$ cat src/rtl/btn_pkg.sv
// Shared types and defaults for the push-button conditioning path.
package btn_pkg;

    typedef enum logic [1:0] {
        S_LOW,
        S_CHK_HIGH,
        S_HIGH,
        S_CHK_LOW
    } state_t;

    localparam int DEFAULT_DEBOUNCE_CYCLES = 16;

endpackage

$ cat src/rtl/btn_debounce_sync_2ff.sv
// Two-flop synchroniser for an asynchronous pad input; resets to 0.
module sync_2ff (
    input  logic clk,
    input  logic reset,
    input  logic d,
    output logic q
);

    logic s1_reg;
    logic q_reg;

    always_ff @(posedge clk or posedge reset) begin
        if (reset) begin
            s1_reg <= 1'b0;
            q_reg  <= 1'b0;
        end else begin
            s1_reg <= d;
            q_reg  <= s1_reg;
        end
    end

    assign q = q_reg;

endmodule

$ cat src/rtl/btn_debounce.sv
// Push-button debouncer: synchronise the pad, then accept a level change only
// after it has been seen stable for DEBOUNCE_CYCLES+1 consecutive edges.
module btn_debounce
    import btn_pkg::*;
#(
    parameter int DEBOUNCE_CYCLES = DEFAULT_DEBOUNCE_CYCLES,
    parameter int CNT_W           = $clog2(DEBOUNCE_CYCLES)
) (
    input  logic clk,
    input  logic reset,
    input  logic btn_raw,
    output logic btn_clean,
    output logic bouncing
);

    localparam logic [CNT_W-1:0] CNT_LAST = CNT_W'(DEBOUNCE_CYCLES - 1);

    logic             btn_sync;
    state_t           state_reg;
    state_t           state_next;
    logic [CNT_W-1:0] cnt_reg;
    logic [CNT_W-1:0] cnt_next;
    logic             clean_reg;
    logic             clean_next;
    logic             bouncing_reg;
    logic             bouncing_next;

    sync_2ff u_sync (
        .clk   (clk),
        .reset (reset),
        .d     (btn_raw),
        .q     (btn_sync)
    );

    always_ff @(posedge clk or posedge reset) begin
        if (reset) begin
            state_reg    <= S_LOW;
            cnt_reg      <= '0;
            clean_reg    <= 1'b0;
            bouncing_reg <= 1'b0;
        end else begin
            state_reg    <= state_next;
            cnt_reg      <= cnt_next;
            clean_reg    <= clean_next;
            bouncing_reg <= bouncing_next;
        end
    end

    // Counter is cleared on every transition and in the stable states, so it
    // restarts from 0 whenever qualification begins again.
    always_comb begin
        state_next = state_reg;
        cnt_next   = '0;
        case (state_reg)
            S_LOW: begin
                if (btn_sync) state_next = S_CHK_HIGH;
            end
            S_CHK_HIGH: begin
                if (!btn_sync)                  state_next = S_LOW;
                else if (cnt_reg == CNT_LAST)   state_next = S_HIGH;
                else                            cnt_next   = cnt_reg + CNT_W'(1);
            end
            S_HIGH: begin
                if (!btn_sync) state_next = S_CHK_LOW;
            end
            S_CHK_LOW: begin
                if (btn_sync)                   state_next = S_HIGH;
                else if (cnt_reg == CNT_LAST)   state_next = S_LOW;
                else                            cnt_next   = cnt_reg + CNT_W'(1);
            end
            default: begin
                state_next = S_LOW;
            end
        endcase
    end

    // Outputs decode the next state so they line up with the state register.
    always_comb begin
        clean_next    = (state_next == S_HIGH)     || (state_next == S_CHK_LOW);
        bouncing_next = (state_next == S_CHK_HIGH) || (state_next == S_CHK_LOW);
    end

    assign btn_clean = clean_reg;
    assign bouncing  = bouncing_reg;

endmodule
$ cat config.mk
export PLATFORM = sky130hd
export DESIGN_NAME = btn_debounce
export DESIGN_NICKNAME = d
export VERILOG_FILES = /design/src/rtl/btn_pkg.sv /design/src/rtl/btn_debounce_sync_2ff.sv /design/src/rtl/btn_debounce.sv
export SDC_FILE = /design/constraint.sdc
export NUM_CORES = 1
export LEC_CHECK = 0
export BUFFER_PORTS_ARGS = -buffer_cell sky130_fd_sc_hd__buf_2
export CORE_AREA = 2 2 39 41
export DETAILED_ROUTE_END_ITERATION = 16
export DIE_AREA = 0 0 41 43
export PLACE_DENSITY = 0.42
export SLEW_MARGIN = 30
export SYNTH_ARGS = -nofsm -noshare
export SYNTH_HDL_FRONTEND = slang
export SYNTH_SLANG_ARGS = --single-unit
$ cat constraint.sdc
create_clock -name clk -period 1.8 [get_ports clk]
set_input_delay 0.54 -clock clk [delete_from_list [all_inputs] [get_ports clk]]
set_output_delay 0.54 -clock clk [all_outputs]
set_load 0.1 [all_outputs]
; ---- Word level (Yosys, flattened, before mapping)
; Index checks and enable logic that the tools add are counted.
[totals]
output_inout_bits = 2
inputBits = 3
wordCells = 28
ff_bits = 10
[classes]
muxes = 11
reduce_logical = 3
eq_ne = 7
add_sub_neg = 1
[ops]
columns = op, count
row1 = $mux W2, 6
row2 = $mux W4, 3
row3 = $eq A2 B2 Y1 const B, 4
row4 = $pmux W2 S4, 1
row5 = $pmux W4 S2, 1
row6 = $add A4 B1 Y4 const B, 1
row7 = $eq A2 B1 Y1 const B, 2
row8 = $eq A4 B4 Y1 const B, 1
row9 = $logic_not A2 Y1, 1
row10 = $logic_or A1 B1 Y1, 2

; ---- Logic depth before layout (Yosys ltp)
; Gate-level depths: netlist of the first run.
[depth]
word_depth = 6
mapped_depth = 4
depth_no_buf = 4

; ---- Modules after synthesis
; From an unflattened synthesis of the first run, not the netlist that was laid out.
[hier_totals]
cells_unflattened = 28
hier_area_um2 = 351.6
[by_module_without_submodules]
columns = mod, area_per_inst_um2, instances, seq_area_each_um2, cells_each
row1 = btn_debounce, 297.8, 1, 175.2, 25
row2 = sync_2ff, 53.8, 1, 50.0, 3

; ---- Worst setup path before layout of the first run
; OpenSTA, ideal clock, no wires.
[synth_path]
path_kind = flip-flop to flip-flop
from = reg btn_clean (netlist name)
to = reg cnt_reg[0]
slack_ns = 0.302
stages_incl_launch_ff = 4
t_arrival_ns = 1.412
path_buffers = 0
setup_ns = 0.086
path_cell_list = dfrtp_1 -> xor2_1 -> nand2_1 -> nor3_1
[synth_lines]
columns = element, line
row1 = end signal: assignment, btn_debounce.sv:43  ; cnt_reg <= cnt_next;
row2 = end: declaration, btn_debounce.sv:21  ; logic [CNT_W-1:0] cnt_reg;

; ---- Worst setup path in the final report of the first run
[layout_path]
from = reg clean_reg (netlist: btn_clean)
to = out btn_clean
[layout_lines]
columns = element, line
row1 = start: declaration, btn_debounce.sv:23  ; logic clean_reg;
row2 = start signal: assignment, btn_debounce.sv:44  ; clean_reg <= clean_next;
row3 = end: declaration, btn_debounce.sv:12  ; output logic btn_clean,
; No word-level cell between the ends.

==> results of run 1 <==
worst register-to-register path, delay by kind of cell (launching register included):
| kind | cells | cell delay (ns) |
|---|---|---|
| flip-flops | 1 | 0.41 |
| AND/OR/NAND/NOR | 2 | 0.32 |
| multiplexers | 1 | 0.30 |
| adder cells (fa/ha/maj) | 1 | 0.25 |
per-stage QoR:
stage                     total power, mW  hold slack (ns)  worst slack [ns]  cells  utilization (%)
final                               0.387            0.223             0.178     51             29.9
after global placement              0.241            0.345             0.438     47             28.0
after global routing                0.404            0.259             0.137     51             29.9
after detailed placement            0.241            0.338             0.434     47             28.0
after CTS                           0.391            0.234             0.170     51             29.9
after floorplan                     0.234            0.331             0.302     27                -
power groups by stage:
stage               clock, mW  sequential, mW  combinational (mW)
CTS                     0.153           0.214              0.0238
detailed placement          0           0.217              0.0236
floorplan                   0           0.225             0.00948
finish                  0.150           0.214              0.0231
global placement            0           0.217              0.0236
global route            0.164           0.215              0.0259
placed cells by master, fill, tap and decap left out, drive strengths merged:
cell / n
nor3: 1
inv: 2
nand4b: 1
dfrtp: 9
a21oi: 2
nor2: 1
and3: 2
ha: 1
clkbuf: 4
mux2: 1
o21ai: 1
xnor2: 1
buf: 4
nand2: 2
and2: 2
xor2: 1
layer usage:
metal  track usage (%)  wire, µm  vias to the layer above
met5                 0         0                        -
met4              8.00         0                        0
met3              1.57        15                        0
met2              11.6       275                        3
met1              9.76       220                      102
li1                  -         -                      105
how the worst max path moves through the flow:
stage	from	endpoint	slack [ns]	cells after the start
after floorplan	btn_clean	cnt_reg[0]	0.30	3
after global placement	cnt_reg[0]	btn_clean	0.44	4
after detailed placement	cnt_reg[0]	btn_clean	0.43	4
after CTS	btn_clean	btn_clean	0.17	1
after global routing	btn_clean	btn_clean	0.14	1
final	btn_clean	btn_clean	0.18	1
cell usage after synthesis:
library cell,number
a21oi_1,2
and2_2,2
and3_1,2
dfrtp_1,9
ha_1,1
inv_1,2
mux2_4,1
nand2_1,1
nand2_2,1
nand4b_1,1
nor2_1,1
nor3_1,1
o21ai_0,1
xnor2_1,1
xor2_1,1
final cells by class:
class	count	area share (%)
clock buffers	4	6.34
inverters	2	1.81
multi-input cells	16	27.8
flip-flops and latches	9	54.4
well taps	16	4.83
repair buffers	4	4.83
logic make-up (layout without fill, tap and decap cells):
group | after synthesis | after routing
compound gates | 3 | 3
xor+xnor | 2 | 2
fa+ha+maj | 1 | 1
buf+inv | 2 | 10
flops | 9 | 9
mux | 1 | 1
simple gates | 9 | 9
==> results.toml, run 1 <==
[outcome]
status = "finished clean"

[floorplanning]
die_w_um = 41
start_util_pct = 25.1
placementRows = 14
coreArea_mm2 = 0.00138
fp.dieH_um = 43
ioPinCount = 5
die_area_mm2 = 0.00176

[power_and_ir_drop]
clock_power_share_pct = 38.8
netSwitchingFraction_pct = 22.3
pwr-share-comb_pct = 6.0
power.leakage_nw = 0.206
power.switching_uw = 86.1
cellPowerDensity_mw_per_mm2 = 933
internal_power_uw = 301
pwr-share-seq_pct = 55.2
irDropWorstVdd_uv = 350

[worst_setup_path]
worstPathBufferInverterCount = 1
crit_required_ns = 1.26
cp_top_family = "buffers and inverters"
cp.arrival_ns = 1.08
crit_path_max_fanout = 3
crit_type = "register to output port"
r2r_cells = 4
path_cells = "buf_2"
r2r_end = "btn_clean"
crit_slowest_cell = "buf_2"
regToRegSetupSlack_ns = 0.43
end_kind = "output port"
worstReg2RegStart = "cnt_reg[0]"
start_kind = "register"
slowest_delay_ns = 0.44

[sta]
worstMarginPinSlew_ns = 0.484
worst_clock_skew_ns = 0.00607
finalHoldViolations = 0
period_share_pct = 90.1
fin_tns_setup_ns = 0
setup_viol = 0
rsz0062_at_grt = "no"
period_needed_ns = 1.62
max_slew_margin_pct = 68.0
max_freq_mhz = 617
finalMaxSlewViolations = 0

[global_route]
antenna_found_initial = 0
gr-usage-all-layers_pct = 8.25
grt_start_max_net_pins = 10
overflow = 0
first_global_vias = 234
grt_pass1_wl_um = 938

[synth]
synthAdderAreaFrac_pct = 3.60
synth_compound_area_share_pct = 4.32
netlist_instances = 27
ys_types = 15
synth_top_family_by_area = "simple AND/OR/NAND/NOR gates"
netlist.area_leader.share_pct = 64.7
synthesis.area_um2 = 348
synth_nets = 31
synth_warnings = 0
yosysSeqAreaShare_pct = 64.7
synth_mux_area_share_pct = 4.32
synthSimpleGateAreaFrac_pct = 15.8
synth_area_leaders = "dfrtp_1 (65%), and2_2 (4.3%), mux2_4 (4.3%), and3_1 (3.6%), ha_1 (3.6%)"
syn_avg_cell_area_um2 = 12.9
yosysTopAreaCell = "dfrtp_1"
ys_seq_elements = 9
synth-xor-area-share_pct = 5.04

[detailed_routing]
drc = 0
detail_route.iter0.violations = 3
drt_first_pass_iters = 2
num_vias = 210
totalWireLength_um = 511
antenna_left = 0
drt-vias-per-instance = 4.12
wl_per_cell_um = 10.0

[clocking]
cts_buffers = 3
ctsHoldBuffers = 0
cts.sinks = 9
clock_latency_ns = 0.25
clk_pin_slew_ns = 0.06
cts.path.max_buffers = 2
post_cts_resized = 0
cts.htree.levels = 1
cts_tree = "yes"
post_cts_buffers = 0
cts_root_buf = "clkbuf_4"

[layout]
fin_nets = 40
fillerInstances = 146
design_area_um2 = 414
largest_reg_flops = 4
drive_gt1_share_pct = 31.4
multiInputGateArea_um2 = 115
syn_to_final_growth_pct = 19.1
n_antenna_cell = 0
final-seq-area_um2 = 225

[job]
drv_cap = 0

[placement]
postPlaceCellArea_um2 = 388
hpwl_um = 396
port_buffers = 4
gp_congestion = 0.740

[hold_path]
hp-class = "primary input to asynchronous set/reset pin"
Note: power is estimated with default switching activity, not from simulation.
==> run 2: changes to the inputs <==
--- a/config.mk
+++ b/config.mk
@@ -6,10 +6,12 @@
 export NUM_CORES = 1
 export LEC_CHECK = 0
 export BUFFER_PORTS_ARGS = -buffer_cell sky130_fd_sc_hd__buf_2
+export CELL_PAD_IN_SITES_DETAIL_PLACEMENT = 0
+export CELL_PAD_IN_SITES_GLOBAL_PLACEMENT = 2
 export CORE_AREA = 2 2 39 41
 export DETAILED_ROUTE_END_ITERATION = 16
 export DIE_AREA = 0 0 41 43
-export PLACE_DENSITY = 0.42
+export PLACE_DENSITY = 0.56
 export SLEW_MARGIN = 30
 export SYNTH_ARGS = -nofsm -noshare
 export SYNTH_HDL_FRONTEND = slang
==> run 2 against run 1 <==
Via count down 1.4%. Sequential power is essentially flat. Register-to-register slack is essentially flat. Core utilization stayed put. Critical path depth is the same. Clock power about the same. Critical path type unchanged. Critical endpoint unchanged. Highest routed layer unchanged.
==> results.toml, run 2 (same netlist as run 1, synthesis figures left out) <==
[sta]
period_needed_ns = 1.62
worst_clock_skew_ns = 0.00607
finalMaxSlewViolations = 0
rsz0062_at_grt = "no"
worstMarginPinSlew_ns = 0.483
fin_tns_setup_ns = 0
setup_viol = 0
finalHoldViolations = 0
period_share_pct = 90.1
max_slew_margin_pct = 68.0
max_freq_mhz = 617

[worst_setup_path]
crit_type = "register to output port"
cp.arrival_ns = 1.08
r2r_cells = 4
regToRegSetupSlack_ns = 0.42
crit_required_ns = 1.26
end_kind = "output port"
cp_top_family = "buffers and inverters"
crit_slowest_cell = "buf_2"
path_cells = "buf_2"
worst-path-stages = 1
worstPathBufferInverterCount = 1
critPathLaunch = "btn_clean"
crit_end = "btn_clean"
crit_path_max_fanout = 3
slowest_delay_ns = 0.44
start_kind = "register"
r2r_end = "btn_clean"
worstReg2RegStart = "cnt_reg[0]"

[clocking]
cts_tree = "yes"
cts_buffers = 3
cts.path.max_buffers = 2
cts.htree.levels = 1
post_cts_buffers = 0
cts_root_buf = "clkbuf_4"
post_cts_resized = 0
cts.sinks = 9
ctsHoldBuffers = 0
clock_latency_ns = 0.25
clk_pin_slew_ns = 0.06

[floorplanning]
coreArea_mm2 = 0.00138
fp.dieH_um = 43
ioPinCount = 5
start_util_pct = 25.1
die_w_um = 41
placementRows = 14
die_area_mm2 = 0.00176

[job]
drv_cap = 0

[global_route]
overflow = 0
gr-usage-all-layers_pct = 8.78
grt.met1_usage_pct = 9.83
top_usage_layer = "met2"
met2_usage_pct = 13.1
first_global_vias = 255
met3_usage_pct = 1.57
grt_start_max_net_pins = 10
antenna_found_initial = 0
grt_pass1_wl_um = 1010

[layout]
final_cell_mix = "dfrtp_1 (9), buf_2 (4), clkbuf_4 (3)"
drive_gt1_share_pct = 31.4
final_common_cell = "dfrtp_1"
syn_to_final_growth_pct = 19.1
largest_reg_flops = 4
fin_util_pct = 29.9
fin_nets = 40
n_antenna_cell = 0

[outcome]
status = "finished clean"

[power_and_ir_drop]
power.leakage_nw = 0.206
irDropWorstVdd_uv = 301
cellPowerDensity_mw_per_mm2 = 930
p_total_uw = 385

[detailed_routing]
num_vias = 207
totalWireLength_um = 524
wl_per_cell_um = 10.3
drt_first_pass_iters = 2
drt-vias-per-instance = 4.06
drc = 0
detail_route.iter0.violations = 7
antenna_left = 0

[hold_path]
hp-class = "primary input to asynchronous set/reset pin"

[placement]
gp_congestion = 0.688
port_buffers = 4
==> run 2: cell counts in the layout (fill, tap and decap cells not counted) <==
Identical to the previous run, type by type.
==> run 2: final cells by class <==
type                            instances  area [µm²]
Clock buffer                            4        26.3
Fill cell                             145         970
Inverter                                2        7.51
Multi-Input combinational cell         16         115
Sequential cell                         9         225
Tap cell                               16        20.0
Timing Repair Buffer                    4        20.0
==> run 2: where the power goes <==
part | leakage (nW) | switching [mW] | internal, mW | total, mW
Sequential | 0.115 | 0.00448 | 0.209 | 0.213
Combinational | 0.0761 | 0.0168 | 0.00647 | 0.0233
Clock | 0.0150 | 0.0636 | 0.0850 | 0.149
Total | 0.206 | 0.0849 | 0.300 | 0.385
==> run 2: routing by layer <==
layer / part of all wire [%] / wire length [µm] / vias up
li1: - / - / 106
met1: 44 / 230 / 98
met2: 52 / 275 / 3
met3: 3.4 / 18 / 0
met4: 0 / 0 / 0
met5: 0 / 0 / -
==> run 2: worst min path at each step <==
| stage | depth (start not counted) | from | end |
|---|---|---|---|
| floorplan | 0 | u_sync.s1_reg | u_sync.q |
| global placement | 0 | u_sync.s1_reg | u_sync.q |
| detailed placement | 0 | u_sync.s1_reg | u_sync.q |
| CTS | 2 | reset | u_sync.q |
| global route | 2 | reset | cnt_reg[3] |
| finish | 2 | reset | cnt_reg[0] |
==> run 2: per-stage QoR <==
| stage | setup WS [ns] | hold WS, ns | area (µm²) | cells |
|---|---|---|---|---|
| after floorplan | 0.302 | 0.331 | 348 | 27 |
| after global placement | 0.442 | 0.346 | 388 | 47 |
| after detailed placement | 0.434 | 0.336 | 388 | 47 |
| after CTS | 0.170 | 0.239 | 414 | 51 |
| after global routing | 0.144 | 0.269 | 414 | 51 |
| final | 0.179 | 0.230 | 414 | 51 |
==> run 3: changes to the inputs <==
--- a/config.mk
+++ b/config.mk
@@ -11,8 +11,9 @@
 export CORE_AREA = 2 2 39 41
 export DETAILED_ROUTE_END_ITERATION = 16
 export DIE_AREA = 0 0 41 43
-export PLACE_DENSITY = 0.56
+export PLACE_DENSITY = 0.57
 export SLEW_MARGIN = 30
 export SYNTH_ARGS = -nofsm -noshare
 export SYNTH_HDL_FRONTEND = slang
+export SYNTH_HIERARCHICAL = 1
 export SYNTH_SLANG_ARGS = --single-unit
==> constraint.sdc (replaced) <==
create_clock -name clk -period 1.9 [get_ports clk]
set_input_delay 0.57 -clock clk [delete_from_list [all_inputs] [get_ports clk]]
set_output_delay 0.57 -clock clk [all_outputs]
set_load 0.1 [all_outputs]
==> run 3 against run 2 <==
Worst setup slack better by 0.085 ns. Synthesized cell count up 3.7%. Largest power group unchanged. Clock power down 5%. Sequential power down 5%. Count of clock-buffer cells in the layout unchanged. Core utilization up 0.27 points. Sequential share of layout area down 0.49 points. Non-clock buffer count unchanged. Power down 5.0%. Critical path depth unchanged. Critical endpoint unchanged. Die area unchanged. Global-route usage down 0.92 points.
==> results.toml, run 3 <==
[outcome]
status = "finished clean"

[layout]
fin_nets = 41
largest_reg_flops = 4
fin_util_pct = 30.2
syn_to_final_growth_pct = 18.9
fin_cells = 52
n_antenna_cell = 0
final_common_cell = "dfrtp_1"
final_cell_mix = "dfrtp_1 (9), buf_2 (4), inv_1 (3), clkbuf_4 (3)"
drive_gt1_share_pct = 30.6
design_area_um2 = 418

[worst_setup_path]
start_kind = "register"
crit_slowest_cell = "buf_2"
path_cells = "buf_2"
crit_type = "register to output port"
r2r_end = "state_reg[1]"
worstReg2RegStart = "cnt_reg[0]"
slowest_delay_ns = 0.44
crit_path_max_fanout = 3
cp_top_family = "buffers and inverters"
end_kind = "output port"
critPathLaunch = "state_reg[1]"
r2r_cells = 4
crit_required_ns = 1.33
cp.arrival_ns = 1.07
worstPathBufferInverterCount = 1
regToRegSetupSlack_ns = 0.54

[clocking]
cts.sinks = 9
clock_latency_ns = 0.26
clk_pin_slew_ns = 0.06
cts.htree.levels = 1
cts_buffers = 3
ctsHoldBuffers = 0
cts_root_buf = "clkbuf_4"
cts.path.max_buffers = 2
cts_tree = "yes"
post_cts_buffers = 0
post_cts_resized = 0

[sta]
max_freq_mhz = 611
finalMaxSlewViolations = 0
worst_clock_skew_ns = 0.00381
period_share_pct = 86.1
rsz0062_at_grt = "no"
max_slew_margin_pct = 67.9
finalHoldViolations = 0
period_needed_ns = 1.64
setup_ws_ns = 0.264
worstMarginPinSlew_ns = 0.485
fin_tns_setup_ns = 0
setup_viol = 0
holdWs_ns = 0.162

[synth]
syn_avg_cell_area_um2 = 12.6
post-synth-top-count-cell = "dfrtp_1"
async_flop_share_pct = 100
ys_types = 15
netlist.area_leader.share_pct = 64.1
ys.flop_type = "dfrtp_1"
synth_nets = 32
synth_common_cells = "dfrtp_1 (9), inv_1 (3), a21oi_1 (2), and2_2 (2), and3_1 (2)"
yosysTopAreaCell = "dfrtp_1"
netlist_instances = 28
synthesis.area_um2 = 352
synth-edff-count = 0
yosysSeqAreaShare_pct = 64.1
ys_seq_elements = 9
synth_warnings = 6
synth_area_leaders = "dfrtp_1 (64%), and2_2 (4.3%), mux2_4 (4.3%), and3_1 (3.6%), ha_1 (3.6%)"

[power_and_ir_drop]
pwr-share-comb_pct = 6.1
netSwitchingFraction_pct = 22.2
cellPowerDensity_mw_per_mm2 = 876
power.leakage_nw = 0.212
clock_power_share_pct = 38.7
pwr-share-seq_pct = 55.2
p_total_uw = 366
power.switching_uw = 81.3
internal_power_uw = 285
irDropWorstVdd_uv = 318

[placement]
port_buffers = 4
postPlaceCellArea_um2 = 392
place_ws_ns = 0.540
dpl.cell_count = 48
gp_congestion = 0.703

[global_route]
first_global_vias = 218
met2_usage_pct = 10.9
grt.met1_usage_pct = 8.14
top_usage_layer = "met2"
gr-usage-all-layers_pct = 7.86
antenna_found_initial = 0
met3_usage_pct = 3.14
grt_pass1_wl_um = 862
overflow = 0
grt_start_max_net_pins = 8

[floorplanning]
start_util_pct = 25.4
fp.dieH_um = 43
die_area_mm2 = 0.00176
placementRows = 14
ioPinCount = 5
coreArea_mm2 = 0.00138
die_w_um = 41

[job]
drv_cap = 0

[hold_path]
hp-class = "primary input to asynchronous set/reset pin"

[detailed_routing]
num_vias = 215
antenna_left = 0
drt_first_pass_iters = 1
detail_route.iter0.violations = 0
wl_per_cell_um = 8.98
drc = 0
totalWireLength_um = 467
drt-vias-per-instance = 4.13
run 3: cell count changes after synthesis, sizes merged:
cell,delta
inv,+1
run 3: cell type report:
cell class	instances	area, µm²
Clock buffer	4	26.3
Sequential cell	9	225
Tap cell	16	20.0
Timing Repair Buffer	4	20.0
Fill cell	155	966
Inverter	3	11.3
Multi-Input combinational cell	16	115
run 3: per-layer routing:
metal  up-vias  part of all wire, %  routed length, µm
li1        106                    -                  -
met1       102                   42                194
met2         5                   49                231
met3         2                  4.5                 21
met4         0                  4.1                 19
met5         -                    0                  0
run 3: worst register-to-register path: stages (launching register included):
cell and delay [ns]:
dfrtp_1 0.41, ha_1 0.24, and3_1 0.21, nand2_2 0.09, mux2_4 0.29
run 3: cells by family after synthesis:
logic type | Yosys count | synth area share, %
simple gates | 9 | 15.7
flops | 9 | 64.1
mux | 1 | 4.27
fa+ha+maj | 1 | 3.56
buf+inv | 3 | 3.20
compound gates | 3 | 4.27
xor+xnor | 2 | 4.98
run 3: worst max path at each step:
stage,to,slack [ns],depth (start not counted)
after floorplan,cnt_reg[0],0.40,3
after global placement,btn_clean,0.54,1
after detailed placement,btn_clean,0.54,1
after CTS,btn_clean,0.25,1
after global routing,btn_clean,0.22,1
final,btn_clean,0.26,1
run 3: power by group through the flow:
stage / Clock [mW] / Sequential [mW] / Combinational (mW)
finish: 0.142 / 0.202 / 0.0222
floorplan: 0 / 0.213 / 0.00918
CTS: 0.152 / 0.202 / 0.0231
detailed placement: 0 / 0.205 / 0.0230
global route: 0.164 / 0.203 / 0.0250
global placement: 0 / 0.205 / 0.0229
